## config.mk

```make
export PLATFORM = sky130hd
export DESIGN_NAME = ddr_req_arbiter
export DESIGN_NICKNAME = d
export VERILOG_FILES = /design/src/rtl/ddr_req_arbiter_pkg.sv /design/src/rtl/ddr_req_arbiter_pick.sv /design/src/rtl/ddr_req_arbiter.sv
export SDC_FILE = /design/constraint.sdc
export NUM_CORES = 1
export LEC_CHECK = 0
export CAP_MARGIN = 20
export CORE_UTILIZATION = 40
export DETAILED_ROUTE_END_ITERATION = 10
export GPL_ROUTABILITY_DRIVEN = 0
export HOLD_SLACK_MARGIN = 0.03
export PLACE_DENSITY = 0.78
export SYNTH_ARGS = -nofsm -noshare
export SYNTH_HDL_FRONTEND = slang
export SYNTH_SLANG_ARGS = --single-unit
```

## constraint.sdc

```tcl
create_clock -name clk -period 3.05 [get_ports clk]
set_input_delay 0.61 -clock clk [delete_from_list [all_inputs] [get_ports clk]]
set_output_delay 0.61 -clock clk [all_outputs]
set_load 0.05 [all_outputs]
```

## src/rtl/ddr_req_arbiter_pkg.sv

```systemverilog
// rtl/ddr_req_arbiter_pkg.sv - shared types and defaults for the DDR request arbiter
// Contents: FSM state enum, default port/address widths, acknowledge timeout,
// and a wrap-around index helper shared by the arbiter and its priority picker.
package ddr_req_arbiter_pkg;

  localparam int DEF_NUM_PORTS = 4;
  localparam int DEF_ROW_W     = 13;
  localparam int DEF_COL_W     = 10;
  localparam int DEF_BA_W      = 2;

  localparam int ACK_TIMEOUT   = 255;
  localparam int ACK_CNT_W     = 8;

  typedef enum logic [2:0] {
    ST_IDLE      = 3'd0,
    ST_ISSUE     = 3'd1,
    ST_WAIT_ACK  = 3'd2,
    ST_WAIT_DONE = 3'd3,
    ST_RELEASE   = 3'd4
  } arb_state_t;

  // (base + off) mod n, for base < n and off < n.
  function automatic int wrap_idx(input int base, input int off, input int n);
    int s;
    s = base + off;
    return (s >= n) ? s - n : s;
  endfunction

endpackage

```

## src/rtl/ddr_req_arbiter_pick.sv

```systemverilog
// rtl/ddr_req_arbiter_pick.sv - combinational round-robin priority picker
// Ports:
//   req    in  N   request vector
//   ptr    in  IW  search start index (highest priority)
//   onehot out N   one-hot winner
//   idx    out IW  winner index
//   valid  out 1   at least one request present
module rr_priority_pick
  import ddr_req_arbiter_pkg::*;
#(
  parameter int N = DEF_NUM_PORTS,
  localparam int IW = (N > 1) ? $clog2(N) : 1
) (
  input  logic [N-1:0]  req,
  input  logic [IW-1:0] ptr,
  output logic [N-1:0]  onehot,
  output logic [IW-1:0] idx,
  output logic          valid
);

  logic [IW-1:0] cand;

  // Scan from the candidate furthest from ptr back toward ptr so the nearest
  // asserted request is the last one written and therefore wins.
  always_comb begin
    onehot = '0;
    idx    = '0;
    valid  = 1'b0;
    cand   = '0;
    for (int i = N - 1; i >= 0; i--) begin
      cand = IW'(wrap_idx(int'(ptr), i, N));
      if (req[cand]) begin
        valid        = 1'b1;
        idx          = cand;
        onehot       = '0;
        onehot[cand] = 1'b1;
      end
    end
  end

endmodule

```

## src/rtl/ddr_req_arbiter.sv

```systemverilog
// rtl/ddr_req_arbiter.sv - round-robin front end sharing one DDR controller command port
// Ports:
//   clk, rst                          clock, async active-high reset
//   req, req_wr                       per-port request level and write flag
//   req_row, req_col, req_ba          packed per-port command addresses
//   gnt, done, err                    one-hot grant, one-hot completion pulse, timeout pulse
//   init_done, ctrl_busy              controller status
//   addr_strobe, rd_wr_req            active-low command strobe and direction
//   sys_addr_row, sys_addr_col, sys_ba command address to the controller
module ddr_req_arbiter
  import ddr_req_arbiter_pkg::*;
#(
  parameter int NUM_PORTS = DEF_NUM_PORTS,
  parameter int ROW_W     = DEF_ROW_W,
  parameter int COL_W     = DEF_COL_W,
  parameter int BA_W      = DEF_BA_W
) (
  input  logic                      clk,
  input  logic                      rst,
  input  logic [NUM_PORTS-1:0]      req,
  input  logic [NUM_PORTS-1:0]      req_wr,
  input  logic [NUM_PORTS*ROW_W-1:0] req_row,
  input  logic [NUM_PORTS*COL_W-1:0] req_col,
  input  logic [NUM_PORTS*BA_W-1:0]  req_ba,
  output logic [NUM_PORTS-1:0]      gnt,
  output logic [NUM_PORTS-1:0]      done,
  output logic                      err,
  input  logic                      init_done,
  input  logic                      ctrl_busy,
  output logic                      addr_strobe,
  output logic                      rd_wr_req,
  output logic [ROW_W-1:0]          sys_addr_row,
  output logic [COL_W-1:0]          sys_addr_col,
  output logic [BA_W-1:0]           sys_ba
);

  localparam int IW = (NUM_PORTS > 1) ? $clog2(NUM_PORTS) : 1;

  arb_state_t           state;
  logic [IW-1:0]        rr_ptr;
  logic [IW-1:0]        port;
  logic [ACK_CNT_W-1:0] ack_cnt;

  logic [NUM_PORTS-1:0] win_onehot;
  logic [IW-1:0]        win_idx;
  logic                 win_valid;

  rr_priority_pick #(.N(NUM_PORTS)) u_pick (
    .req    (req),
    .ptr    (rr_ptr),
    .onehot (win_onehot),
    .idx    (win_idx),
    .valid  (win_valid)
  );

  always_ff @(posedge clk or posedge rst) begin
    if (rst) begin
      state        <= ST_IDLE;
      rr_ptr       <= '0;
      port         <= '0;
      ack_cnt      <= '0;
      gnt          <= '0;
      done         <= '0;
      err          <= 1'b0;
      addr_strobe  <= 1'b1;
      rd_wr_req    <= 1'b0;
      sys_addr_row <= '0;
      sys_addr_col <= '0;
      sys_ba       <= '0;
    end else begin
      addr_strobe <= 1'b1;
      done        <= '0;
      err         <= 1'b0;
      case (state)
        ST_IDLE: begin
          // A controller refresh shows as ctrl_busy here and simply holds off arbitration.
          if (init_done && !ctrl_busy && win_valid) begin
            port         <= win_idx;
            gnt          <= win_onehot;
            rd_wr_req    <= req_wr[win_idx];
            sys_addr_row <= req_row[win_idx*ROW_W +: ROW_W];
            sys_addr_col <= req_col[win_idx*COL_W +: COL_W];
            sys_ba       <= req_ba[win_idx*BA_W +: BA_W];
            state        <= ST_ISSUE;
          end
        end
        ST_ISSUE: begin
          addr_strobe <= 1'b0;
          ack_cnt     <= '0;
          state       <= ST_WAIT_ACK;
        end
        ST_WAIT_ACK: begin
          if (ctrl_busy) begin
            state <= ST_WAIT_DONE;
          end else if (ack_cnt == ACK_CNT_W'(ACK_TIMEOUT)) begin
            // done/err are registered on entry so they are visible during RELEASE.
            done  <= gnt;
            err   <= 1'b1;
            state <= ST_RELEASE;
          end else begin
            ack_cnt <= ack_cnt + 1'b1;
          end
        end
        ST_WAIT_DONE: begin
          if (!ctrl_busy) begin
            done  <= gnt;
            state <= ST_RELEASE;
          end
        end
        ST_RELEASE: begin
          gnt          <= '0;
          rd_wr_req    <= 1'b0;
          sys_addr_row <= '0;
          sys_addr_col <= '0;
          sys_ba       <= '0;
          rr_ptr       <= IW'(wrap_idx(int'(port), 1, NUM_PORTS));
          state        <= ST_IDLE;
        end
        default: state <= ST_IDLE;
      endcase
    end
  end

endmodule

```

==> results of run 1 <==
==> per-stage QoR <==
step                setup slack, ps  total power (µW)
finish                          407              4570
global route                    172              4840
CTS                             432              4590
detailed placement              352              4160
global placement                452              4080
floorplan                       806              3400
==> routing by layer <==
metal  vias to the layer above  part of all wire (%)
li1                       1407                     -
met1                      1400                    41
met2                        84                    53
met3                        14                   4.3
met4                         0                   1.8
met5                         -                     0
==> layout make-up <==
class / instances / area (µm²)
clock buffers: 7 / 96.3
clock inverters: 1 / 7.51
fillers: 623 / 2930
inverters: 10 / 37.5
multi-input cells: 225 / 1670
flip-flops and latches: 51 / 1280
well taps: 102 / 128
repair buffers: 156 / 1590
==> cells by family (layout without fill, tap and decap cells) <==
kind of cell | after synthesis | in the layout | share of synthesized area [%]
AND/OR/NAND/NOR | 91 | 91 | 13.1
AO/OA/AOI/OAI | 62 | 62 | 14.6
multiplexers | 58 | 58 | 19.7
flip-flops | 51 | 51 | 40.2
buffers and inverters | 31 | 174 | 7.59
adder cells (fa/ha/maj) | 9 | 9 | 3.54
XOR/XNOR | 5 | 5 | 1.38
==> state kept, by name, indices dropped and copies added (netlist names) <==
name and count:
sys_ba 2, rr_ptr 2, addr_strobe 1, port 2, err 1, rd_wr_req 1, state 3, done 4
gnt 4, sys_addr_col 10, sys_addr_row 13, ack_cnt 8
==> worst max-delay path: cells and delay by family (launching register included) <==
kind / cells / cell delay [ps]
compound gates: 4 / 750
flops: 1 / 600
buf+inv: 2 / 440
fa+ha+maj: 1 / 440
mux: 1 / 250
==> how the worst max path moves through the flow <==
stage | start | end | slack, ps | cells past startpoint
2_1_floorplan | rr_ptr[1] | sys_addr_row[1] | 810 | 11
3_3_place_gp | req[0] | sys_ba[0] | 450 | 8
3_5_place_dp | req[0] | sys_addr_row[12] | 350 | 8
4_1_cts | rr_ptr[1] | sys_addr_row[10] | 430 | 8
5_1_grt | rr_ptr[1] | sys_addr_row[12] | 170 | 8
6_report | rr_ptr[1] | sys_addr_row[10] | 410 | 8
==> layout by cell type (no fill, tap or decap), drive strengths merged, types with 9 or more instances in the layout <==
master	instances
clkdlybuf4s50	147
o21ai	13
o221ai	30
inv	10
buf	9
mux2i	54
nor2	18
nand2	48
dfrtp	50
ha	9
==> power groups by stage <==
stage	registers (µW)	logic [µW]	clock network [µW]
floorplan	1880	1520	0
global placement	1160	2930	0
global route	1190	3180	470
CTS	1150	3000	443
finish	1150	2980	434
detailed placement	1160	3000	0
==> results.ini, run 1 <==
[worst_setup_path]
crit_chain=inv_1 -> ha_1 -> o21a_1 -> o21ai_0 -> a22o_2 -> buf_12 -> mux2i_1 -> o221ai_1
cp.required_ps=3210
cpPeakStageDelay_ps=600
crit_fanout=28
slowest_stage=dfrtp_1
reg2regPathDepth=8
r2r_slack_ps=410
end_kind=flop
r2r-end=sys_addr_row[10]
arrival_ps=2810
path_class=flop to flop
cp-start-kind=flop
r2r_start=rr_ptr[1]

[final_layout]
fin_area_um2=4800
antenna_cells=0
area_delta_synth_final_pct=50.9
nets=570
post_layout_nonfiller_instances=552
drive_above_1_share_pct=5.56
fin_util_pct=62.1

[global_route]
busiest_layer=met2
use_met1_pct=26.5
use_met3_pct=4.36
antenna_found_initial=0
grt_usage_pct=21.6
grt_max_degree=29
grt_pass1_wl_mm=14.3
grtUsageMet2_pct=38.1
grt_pass1_vias=2919
grt-ovfl-total=0

[timing]
fin_tns_setup_ps=0
rsz0062_at_grt=false
tightest_slew_ps=589
finalHoldViolCount=0
hold_ws_ps=492
finClkSkew_ps=15.4
fmax_mhz=378
setup_violations=0
slew_headroom_pct=60.6
period_share_pct=86.7
drv_slew=0
fin_crit_ps=2640

[logic_synthesis]
yosysSeqAreaShare_pct=40.2
synth.most_common_cell=mux2i_1
ys_types=41
synth_top_flop_cell=dfrtp_1
synth_area_um2=3180
avgSynthCellArea_um2=10.4
synth_warnings=0
synth_edf_count=0
synth_cells=307
async_flop_share_pct=100
synth_nets=428
synth.top_cell.area_share_pct=39.3
yosys-top-cells-count=mux2i_1, dfrtp_1, nand2_1
synth_area_leaders=dfrtp_1, mux2i_1, o221ai_1, nand2_1, ha_1
synth_seq_cells=51
yosys.area.top_type=dfrtp_1

[placement]
place.port_buffers=147
hpwl_mm=6.99
placed_cell_area_um2=4700
placedCellCount=544

[route]
dr.pass1.iters=5
vias=2905
ant_nets=0
drt_iter0_markers=164
drc_errors=0
via_per_inst=5.26
avgRoutedWirePerCell_um=16.3
totalWireLength_mm=8.98

[min_path]
hp-start=sys_addr_col[2]
hold_class=flop to flop
holdPathEnd=sys_addr_col[2]
worstHoldPathCells=2

[pwr]
pwr-share-seq_pct=25.2
power.switching_uw=2180
clkPwrFrac_pct=9.5
comb_power_share_pct=65.3
p_per_area_nw_per_um2=951
p_int_uw=2390
ir_drop_uv=687
switching_share_pct=47.6
power_leakage_uw=0.00220

[die]
dieWidth_um=91.2
rows=32
io_pins=148
core_um2=7730
start_util_pct=41.2
die_y_um=91.2
dieArea_um2=8310

[clock_network]
numCtsBuffers=5
clock_latency_ps=310
cts_setup_buffers=0
cts_resized=0
cts_root_buffer=clkbuf_8
htreeDepth=2
cts_tree=yes
numClockSinks=51
cts_hold_buf=0
clockBufferDepth=2
path_clk_slew_ps=100

[run_status]
status=finished, final reports clean

[job]
drv_cap=0

Power figures use the tool's default switching activity.
==> run 2, diff against run 1 <==
CTS_CLUSTER_SIZE = 16   (was unset)
HOLD_SLACK_MARGIN = 0.15   (was 0.03)
==> results of run 2 <==
The final DEF is identical to that of run 1; final timing and power are the same.
